File: config.mk
export PLATFORM = sky130hd
export DESIGN_NAME = mm_control_unit
export DESIGN_NICKNAME = d
export VERILOG_FILES = /design/src/rtl/mm_control_unit.sv
export SDC_FILE = /design/constraint.sdc
export NUM_CORES = 1
export LEC_CHECK = 0
export ABC_CLOCK_PERIOD_IN_PS = 2100
export CAP_MARGIN = 40
export CORE_MARGIN = 4
export CORE_UTILIZATION = 38
export CTS_CLUSTER_DIAMETER = 200
export CTS_CLUSTER_SIZE = 28
export DETAILED_ROUTE_END_ITERATION = 12
export GPL_ROUTABILITY_DRIVEN = 0
export MAX_ROUTING_LAYER = met4
export PLACE_DENSITY = 0.93
export SLEW_MARGIN = 20
export SYNTH_ARGS = -nofsm -noshare
export SYNTH_HDL_FRONTEND = slang
export SYNTH_SLANG_ARGS = --single-unit
File: constraint.sdc
create_clock -name CLK -period 2.1 [get_ports CLK]
set_clock_uncertainty 0.05 [all_clocks]
set_input_delay 0.315 -clock CLK [delete_from_list [all_inputs] [get_ports CLK]]
set_output_delay 0.315 -clock CLK [all_outputs]
set_load 0.05 [all_outputs]
File: src/rtl/mm_control_unit.sv
// mm_control_unit: multicycle control FSM for the memory-to-memory datapath.
// Sequences each instruction FETCH -> operand address -> operand load ->
// execute -> write-back and drives every datapath control, one microstep
// per clock. Controls are decoded from the state register and forced to 0
// while reset is low.
// Optional feature macro: MM_CTRL_HALT_EN (halt class parks the FSM in HALT;
// when undefined the halt class is a two-cycle NOP and halted is tied 0).
module mm_control_unit #(
    parameter int unsigned OP_W = 8
) (
    input  logic            CLK,
    input  logic            reset,
    input  logic [OP_W-1:0] op,
    input  logic            isTrue,
    output logic            inputPC,
    output logic            valA,
    output logic            writeSP,
    output logic            regOrPC,
    output logic            branch,
    output logic [1:0]      memAddr,
    output logic [1:0]      memWriteData,
    output logic [1:0]      ALUsrca,
    output logic [1:0]      ALUsrcb,
    output logic [3:0]      ALUOp,
    output logic            writeOp,
    output logic            writeA,
    output logic            writeB,
    output logic            writeDest,
    output logic            writePC,
    output logic            writeMem,
    output logic            halted,
    output logic [3:0]      state_dbg
);

    localparam int unsigned ST_W = 4;

    localparam logic [ST_W-1:0] S_FETCH  = 4'd0;
    localparam logic [ST_W-1:0] S_ADDR_A = 4'd1;
    localparam logic [ST_W-1:0] S_ADDR_B = 4'd2;
    localparam logic [ST_W-1:0] S_LOAD_A = 4'd3;
    localparam logic [ST_W-1:0] S_LOAD_B = 4'd4;
    localparam logic [ST_W-1:0] S_EXEC   = 4'd5;
    localparam logic [ST_W-1:0] S_MOV    = 4'd6;
    localparam logic [ST_W-1:0] S_WB     = 4'd7;
    localparam logic [ST_W-1:0] S_CMP    = 4'd8;
    localparam logic [ST_W-1:0] S_BR     = 4'd9;
    localparam logic [ST_W-1:0] S_HALT   = 4'd10;

    localparam logic [1:0] CLS_ALU  = 2'b00;
    localparam logic [1:0] CLS_BR   = 2'b01;
    localparam logic [1:0] CLS_MOVE = 2'b10;
    localparam logic [1:0] CLS_HALT = 2'b11;

    logic [ST_W-1:0] state_q;
    logic [ST_W-1:0] state_d;
    logic [1:0]      op_class;
    logic [3:0]      alu_fn;
    logic            op_unused;

    assign op_class  = op[7:6];
    assign alu_fn    = op[3:0];
    // Opcode bits outside class/function fields carry no control meaning.
    assign op_unused = ^op;

    // State register; reset parks at FETCH.
    always_ff @(posedge CLK or negedge reset) begin
        if (!reset) begin
            state_q <= S_FETCH;
        end else begin
            state_q <= state_d;
        end
    end

    // Next-state selection from the current state and opcode class.
    always_comb begin
        state_d = S_FETCH;
        case (state_q)
            S_FETCH:  state_d = S_ADDR_A;
            S_ADDR_A: begin
                case (op_class)
                    CLS_MOVE: state_d = S_LOAD_A;
                    CLS_HALT: begin
`ifdef MM_CTRL_HALT_EN
                        state_d = S_HALT;
`else
                        state_d = S_FETCH;
`endif
                    end
                    default:  state_d = S_ADDR_B;
                endcase
            end
            S_ADDR_B: state_d = S_LOAD_A;
            S_LOAD_A: state_d = (op_class == CLS_MOVE) ? S_MOV : S_LOAD_B;
            S_LOAD_B: begin
                case (op_class)
                    CLS_ALU: state_d = S_EXEC;
                    CLS_BR:  state_d = S_CMP;
                    default: state_d = S_FETCH;
                endcase
            end
            S_EXEC:   state_d = S_WB;
            S_MOV:    state_d = S_WB;
            S_WB:     state_d = S_FETCH;
            S_CMP:    state_d = S_BR;
            S_BR:     state_d = S_FETCH;
            S_HALT: begin
`ifdef MM_CTRL_HALT_EN
                state_d = S_HALT;
`else
                state_d = S_FETCH;
`endif
            end
            default:  state_d = S_FETCH;
        endcase
    end

    // Control decode from the state register; everything held at 0 in reset.
    always_comb begin
        inputPC      = 1'b0;
        valA         = 1'b0;
        writeSP      = 1'b0;
        regOrPC      = 1'b0;
        branch       = 1'b0;
        memAddr      = 2'b00;
        memWriteData = 2'b00;
        ALUsrca      = 2'b00;
        ALUsrcb      = 2'b00;
        ALUOp        = 4'b0000;
        writeOp      = 1'b0;
        writeA       = 1'b0;
        writeB       = 1'b0;
        writeDest    = 1'b0;
        writePC      = 1'b0;
        writeMem     = 1'b0;
        halted       = 1'b0;
        state_dbg    = 4'd0;
        if (reset) begin
            state_dbg = state_q;
            case (state_q)
                S_FETCH: begin
                    writeOp = 1'b1;
                    writePC = 1'b1;
                    ALUsrca = 2'b01;
                    ALUsrcb = 2'b01;
                end
                S_ADDR_A: begin
                    writeA  = 1'b1;
                    writePC = 1'b1;
                    ALUsrca = 2'b01;
                    ALUsrcb = 2'b10;
                end
                S_ADDR_B: begin
                    writeB  = 1'b1;
                    writePC = 1'b1;
                    ALUsrca = 2'b01;
                    ALUsrcb = 2'b10;
                end
                S_LOAD_A: begin
                    regOrPC = 1'b1;
                    memAddr = 2'b00;
                    writeA  = 1'b1;
                end
                S_LOAD_B: begin
                    regOrPC = 1'b1;
                    memAddr = 2'b01;
                    writeB  = 1'b1;
                end
                S_EXEC: begin
                    ALUOp     = alu_fn;
                    writeDest = 1'b1;
                    writeA    = 1'b1;
                end
                S_MOV: begin
                    ALUsrcb   = 2'b11;
                    writeDest = 1'b1;
                    writeA    = 1'b1;
                end
                S_WB: begin
                    writeMem     = 1'b1;
                    regOrPC      = 1'b1;
                    memAddr      = 2'b10;
                    memWriteData = 2'b01;
                    writePC      = 1'b1;
                    ALUsrca      = 2'b01;
                    ALUsrcb      = 2'b10;
                end
                S_CMP: begin
                    ALUOp = alu_fn;
                end
                S_BR: begin
                    writePC = 1'b1;
                    if (isTrue) begin
                        branch = 1'b1;
                    end else begin
                        ALUsrca = 2'b01;
                        ALUsrcb = 2'b10;
                    end
                end
                S_HALT: begin
`ifdef MM_CTRL_HALT_EN
                    halted = 1'b1;
`endif
                end
                default: state_dbg = state_q;
            endcase
        end
    end

endmodule

---- Word-level counts from Yosys, hierarchy flattened ----
Cells that the tools add are included.
storage, ports and cells
  input bits .............................. 11
  logic and storage cells ................. 57
  flip-flop bits (word level) ............. 4
cells by class
  equal/unequal tests ..................... 12
  mux-type cells .......................... 34
  reductions and logical operators ........ 10
operators with widths
  cell                                           count
  one-hot mux 4 bit (7 select lines)             1
  2-to-1 mux 1 bit                               21
  == test 4 x 3 -> 1 bit, second input constant  4
  2-to-1 mux 4 bit                               3
  == test 4 x 2 -> 1 bit, second input constant  2
  == test 4 bit, second input constant           2
  2-to-1 mux 2 bit                               4
  one-hot mux 2 bit (2 select lines)             2
  one-hot mux 2 bit (4 select lines)             1
  one-hot mux 4 bit (2 select lines)             1
  OR reduction 4 bit                             2
  OR reduction 2 bit                             3
  OR reduction 3 bit                             2
  OR reduction 5 bit                             1
  == test 2 bit, second input constant           2
  == test 4 x 1 -> 1 bit, second input constant  1
  zero test 4 bit                                1
  == test 2 x 1 -> 1 bit, second input constant  1
  zero test 2 bit                                1
  one-hot mux 1 bit (2 select lines)             1

---- Longest topological paths before layout ----
Gate-level depths: netlist of run 1.
  depth after elaboration ................. 4
  depth in mapped cells ................... 5

---- Worst setup path before layout of run 1 ----
Ideal clock, no wire load.
  path kind ............................... register to output
  start ................................... register state_q[0]
  end ..................................... output writeOp
  required time ........................... 1735 ps
  cell stages (with the launch flop) ...... 4
  arrival ................................. 2259 ps
  setup slack ............................. -524 ps
  path buffers ............................ 2
  cells stage by stage .................... dfrtp_1 > buf_4 > buf_2 > nor4_1
on the way
  word-level cells in the longest chain between the ends .. 3
RTL lines
  item                    line  text
  start, declared         54    logic [ST_W-1:0] state_q;
  start signal, assigned  70    state_q <= state_d;
  zero test 4 bit         139   case (state_q)
  2-to-1 mux 1 bit        139
  2-to-1 mux 1 bit        137   if (reset) begin
  end, declared           25    output logic writeOp,
No other way between the ends.

---- Final worst setup path of run 1 ----
  start ................................... register state_q[0]
  end ..................................... output regOrPC
on the way
  word-level cells in the longest chain between the ends .. 4
  elaborated cells between the ends (all ways) .. 6
  classes of those cells .................. 3 x eq/ne; 2 x mux; 1 x reduce/logical
RTL lines
  item                                                              line  text
  == test 4 x 3 -> 1 bit or == test 4 x 2 -> 1 bit (tied branches)  139
  OR reduction 3 bit (no source line) *                             -
  2-to-1 mux 1 bit *                                                139
  2-to-1 mux 1 bit *                                                137
  end, declared                                                     18    output logic regOrPC,
Every way passes the cells marked *; elsewhere a longest branch is shown, timed or not.

==> metrics, run 1 <==
CP Max Fanout 13; Met3 Routed Length around 150 µm; Critical Path, Cell by Cell buf_4 -> or3_1 -> a21oi_1 -> buf_12; Max Used Layer met4; average size of a mapped cell ~7.3 µm²; ys async rst share 1.00; Critical path origin state_q[0]; area grow syn2layout 95.4%; CP max-delay cell dfrtp_2; Net count, final between 100 and 150; max reg flops 4; drt total wl between 1500 and 2000 µm; total clock sinks 4; synthesized area about 600 µm²; pwr dens around 1600 mW/mm²; type of the worst setup path flop to primary output; RSZ-0062 raised after global routing no; WL/cell roughly 14 µm; CP Launch Type flop; DIE AREA between 0.002 and 0.0025 mm²; GRT Total Usage 0.170; final-report setup violation count 0; TNS Setup 0 ns; Core Region between 0.0015 and 0.002 mm²; post-cts hold buffer count 0; Initial Utilization 0.399; Post-DP HPWL roughly 1400 µm; Tcrit/Tclk final 0.959; Die Span Y about 48 µm; cell count after synthesis 82; diode count 0; pin count of the biggest net entering global routing 18; DR iter-0 viols 11; reg2reg start state_q[2]; remaining antenna violation count 0; status finished clean; via count approximately 720; metal2 WL roughly 950 µm; most frequent cells in the layout buf_12, and2_1, clkdlybuf4s50_1, buf_4; IO Port Bufs 30; max capacitance violation total 0; Hold Vio Cnt, Final 0; sequential-to-total area share from yosys stat 0.167; post-place setup slack about 0.14 ns; CTS Buf Count 3; Met1 Routed Length around 670 µm; commonest non-fill, non-tap cell in the layout buf_12; Placement Rows 14; Worst path max stage delay around 0.48 ns; Longest Clk Path Bufs 2; vias per inst 5.50; I/O pin cnt 39; ratio of cells with drive above 1 in the final layout 0.377; Yosys cell types 33; CP arrival between 1.5 and 2 ns; Main synth FF type dfrtp_1; Fillers 96; GRT overflow 0; CTS tree done; HP Class primary input to asynchronous set/reset pin; Post-synth EDFFs 0; first-pass GRT wire length around 2600 µm; Max Slew Vio Count 0; FF-to-FF path depth 4; CP endpoint kind primary output; DRC viols 0; Final WS setup 0.0857 ns; Leak about 0.48 nW; Root Buffer clkbuf_4; vias in the first global route between 600 and 700; Clock transition at path regs 0.04 ns; CTS H-tree lvls 1; Die Span X about 48 µm; Peak Freq ~500 MHz; worst-skew pair later-pin latency between 0.2 and 0.25 ns; final period demand of the worst path ~2.0 ns; warnings from Yosys 0; initial antenna violation count 0; Top reg by flops state_q; Yosys reg bits 4; largest registers state_q: 4 flops; Critical Path RT about 1.7 ns; Peak VDD IR around 1000 µV; drt pass-1 iters 4
-- per-layer routing --
| metal | vias to the layer above | global-route usage |
|---|---|---|
| met2 | 37 | 0.306 |
| met1 | 340 | 0.168 |
| met4 | 0 | 0.0968 |
| li1 | 334 | - |
| met3 | 4 | 0.0301 |
| met5 | - | - |
-- final cells by class --
class | count | area (µm²) | share of cell area
Clock buffer | 3 | 22.5 | 0.0192
Sequential cell | 4 | 101 | 0.0864
Multi-Input combinational cell | 66 | 438 | 0.373
Timing Repair Buffer | 38 | 581 | 0.495
Inverter | 3 | 11.3 | 0.00959
Tap cell | 16 | 20.0 | 0.0171
-- what timing repair did --
action,CTS,global route
setup buffers,0,2
hold endpoints to repair,0,0
gates resized for setup,0,1
setup endpoints to repair,0,7
-- Yosys cell counts (all sizes together) (3+ instances only) --
library cell	n	area (µm²)
dfrtp	4	100
nand2b	4	25.0
nand3b	5	37.5
buf	14	96.3
nor2	8	30.0
nor3	4	20.0
and2	8	50.1
a21oi	4	23.8
nor3b	3	22.5
o21ai	3	15.0
inv	3	11.3
-- final timing paths --
check / end / slack, ns
worst min-delay path: state_q[2] / 0.51
worst min register to register: state_q[3] / 0.55
worst max-delay path: regOrPC / 0.09
worst max register to register: state_q[3] / 0.71
min in group CLK: state_q[3] / 0.55
max in group asynchronous: state_q[0] / 1.38
-- metrics by stage --
step	std cells	total power [mW]	instance area, µm²	hold slack, ns	util
finish	130	1.83	1170	0.506	0.779
global route	130	1.91	1170	0.540	0.779
CTS	128	1.79	1160	0.510	0.768
detailed placement	125	1.69	1130	0.664	0.753
global placement	125	1.64	1130	0.627	0.753
floorplan	87	1.11	646	-0.0306	-
-- worst max-delay path, delay by kind of cell (launching register included) --
| kind | cells | cell delay, ns |
|---|---|---|
| and+or+nand+nor | 1 | 0.33 |
| AOI/OAI and AO/OA | 1 | 0.26 |
| DFF | 1 | 0.48 |
| buffers and inverters | 2 | 0.34 |
-- report_power, final --
group | total [mW] | internal [mW] | switching, mW
Sequential | 0.198 | 0.113 | 0.0852
Clock | 0.0965 | 0.0640 | 0.0326
Combinational | 1.53 | 0.694 | 0.837
-- logic make-up (layout without fill, tap and decap cells) --
kind of cell | count (synthesis) | after routing | synth area share
and+or+nand+nor | 41 | 41 | 0.404
AOI/OAI and AO/OA | 16 | 16 | 0.200
other | 1 | 6 | 0.00624
DFF | 4 | 4 | 0.167
xor gates and xnor gates | 3 | 3 | 0.0438
buffers and inverters | 17 | 44 | 0.179
Note: power is estimated with default switching activity, not from simulation.
==> run 2, diff against run 1 <==
--- a/config.mk
+++ b/config.mk
@@ -5,7 +5,7 @@
 export SDC_FILE = /design/constraint.sdc
 export NUM_CORES = 1
 export LEC_CHECK = 0
-export ABC_CLOCK_PERIOD_IN_PS = 2100
+export ABC_CLOCK_PERIOD_IN_PS = 2440
 export CAP_MARGIN = 40
 export CORE_MARGIN = 4
 export CORE_UTILIZATION = 38
==> constraint.sdc (replaced) <==
create_clock -name CLK -period 2.44 [get_ports CLK]
set_clock_uncertainty 0.05 [all_clocks]
set_input_delay 0.366 -clock CLK [delete_from_list [all_inputs] [get_ports CLK]]
set_output_delay 0.366 -clock CLK [all_outputs]
set_load 0.05 [all_outputs]
==> metrics, run 2 (synthesized netlist as in run 1, its figures left out) <==
Peak VDD IR 747 µV (-26%); Initial Utilization 0.399 (unchanged); Tcrit/Tclk final 0.934; worst-skew pair later-pin latency 0.25 ns (about the same); crit path to regOrPC; Worst path max stage delay 0.67 ns (+0.19 ns); ratio of cells with drive above 1 in the final layout 0.306 (-0.0716); initial antenna violation count 0 (unchanged); Sw Share 0.532 (+0.00962); Peak Freq between 400 and 500 MHz; type of the worst setup path flop to primary output; pin count of the biggest net entering global routing 24 (+6); commonest non-fill, non-tap cell in the layout buf_12; max reg flops 4 (unchanged); Net count, final 121 (-4.7%); CP max-delay cell dfrtp_1; Seq pwr share 0.165 (+0.057); final period demand of the worst path approximately 2.3 ns; Longest Clk Path Bufs 2 (unchanged); postcts setup bufs 0 (unchanged); DP Area 0.00108 mm² (-4.4%); CP Max Fanout 19 (+6); largest registers state_q: 4 flops; Clock power frac 0.058 (+0.005); I/O pin cnt 39 (unchanged); Root Buffer clkbuf_4; HP Class primary input to asynchronous set/reset pin; status finished clean; drt total wl 1680 µm (-6.4%); RSZ-0062 raised after global routing no; GRT overflow 0 (unchanged); R2R Setup Slk 1.07 ns (+0.36 ns); diode count 0 (unchanged); DRC viols 0 (unchanged); Core Util, Final 0.737 (-0.0424); total internal power 0.690 mW (-21%); GRT Total Usage 0.158 (-0.0119); max capacitance violation total 0 (unchanged); IO Port Bufs 30 (unchanged); Post-DP HPWL 1330 µm (-5.5%); Critical path origin state_q[2]; drt pass-1 iters 4 (unchanged); DIE AREA 0.00228 mm² (unchanged); Die Span X 47.8 µm (unchanged); placed cells 121 (-3.2%); vias in the first global route 548 (-14%); area grow syn2layout 84.8%; CTS H-tree lvls 1 (unchanged); post-route cell area 0.00111 mm² (-5.4%); CP Launch Type flop; Leak 0.444 nW (-7.1%); most frequent cells in the layout buf_12, nor2_1, and2_1, clkdlybuf4s50_1, conb_1; vias per inst 5.27 (-4.3%); total clock sinks 4 (unchanged); Critical Path RT 2.02 ns (+0.28 ns); pwr dens 1330 mW/mm² (-15%); Max Slew Vio Count 0 (unchanged); TNS Setup 0 ns (unchanged); CTS tree done; WL/cell 13.6 µm (-1.9%); Placement Rows 14 (unchanged); Hold Vio Cnt, Final 0 (unchanged); FF-to-FF path depth 2 (-2); switching power 0.785 mW (-18%); Clock transition at path regs 0.04 ns (about the same); Slew @ Worst Pin approximately 0.54 ns; Core Region 0.00151 mm² (unchanged); Comb power frac 0.777 (-0.062); worst rel slew slack 0.643; post-cts hold buffer count 0 (unchanged); CP arrival 1.86 ns (+0.21 ns); via count 653 (-8.7%); remaining antenna violation count 0 (unchanged); reg2reg start state_q[2]; CTS Buf Count 3 (unchanged); Die Span Y 47.8 µm (unchanged); Top reg by flops state_q; fin cells 124 (-4.6%); DR iter-0 viols 11 (unchanged); FF-to-FF End state_q[2]; first-pass GRT wire length 2430 µm (-7.9%); final-report setup violation count 0 (unchanged); CP endpoint kind primary output; Pwr Total 1.47 mW (-19%); Critical Path, Cell by Cell inv_1 -> or3_1 -> a21oi_1 -> buf_12
==> run 2: timing repair <==
action,CTS,global route
endpoints found under the hold margin,0,0
gates resized for setup,0,2
setup endpoints to repair,0,4
==> run 2: worst max-delay path: cells and delay by family, from the launching register on <==
kind                   cells  cell delay, ns
AO/OA/AOI/OAI              1            0.24
AND/OR/NAND/NOR            1            0.34
buffers and inverters      2            0.37
flip-flops                 1            0.67
==> run 2: cell type report <==
type / instances / area (µm²)
timing repair buffer: 32 / 536
clock buffer: 3 / 22.5
sequential: 4 / 103
tap: 16 / 20.0
fill: 103 / 397
inverter: 3 / 11.3
multi-input combinational: 66 / 418
==> run 2: through the flow <==
stage                     setup WS, ns  hold WS (ns)
after global placement           0.402         0.624
after detailed placement         0.311         0.654
after global routing           0.00471         0.498
after CTS                       0.0394         0.479
final                            0.161         0.487
after floorplan                 0.0513        0.0204
==> run 2: power by group through the flow <==
stage / clock, mW / sequential, mW / combinational [mW]
3_5_place_dp: 0 / 0.239 / 1.15
2_1_floorplan: 0 / 0.112 / 0.819
5_1_grt: 0.0942 / 0.262 / 1.20
3_3_place_gp: 0 / 0.230 / 1.12
6_report: 0.0856 / 0.243 / 1.15
4_1_cts: 0.0904 / 0.238 / 1.15
==> run 2: worst min-delay path by stage <==
stage | start | end | depth (start not counted)
6_report | reset | state_q[3] | 2
5_1_grt | reset | state_q[1] | 2
4_1_cts | reset | state_q[3] | 2
3_5_place_dp | state_q[3] | state_q[2] | 1
3_3_place_gp | state_q[3] | state_q[2] | 1
2_1_floorplan | reset | state_q[0] | 0
==> run 2: metal layers <==
layer,global-route usage,wire length [µm],up-vias
li1,-,-,323
met5,-,0,-
met3,0.0376,123,2
met4,0.0914,28,0
met1,0.154,619,303
met2,0.280,910,25
==> run 3, diff against run 2 <==
--- a/config.mk
+++ b/config.mk
@@ -5,8 +5,7 @@
 export SDC_FILE = /design/constraint.sdc
 export NUM_CORES = 1
 export LEC_CHECK = 0
-export ABC_CLOCK_PERIOD_IN_PS = 2440
-export CAP_MARGIN = 40
+export CAP_MARGIN = 5
 export CORE_MARGIN = 4
 export CORE_UTILIZATION = 38
 export CTS_CLUSTER_DIAMETER = 200
@@ -19,3 +18,4 @@
 export SYNTH_ARGS = -nofsm -noshare
 export SYNTH_HDL_FRONTEND = slang
 export SYNTH_SLANG_ARGS = --single-unit
+export TNS_END_PERCENT = 10
==> results of run 3 <==
Same layout as run 2: the final DEF is identical, and so are final timing and power.
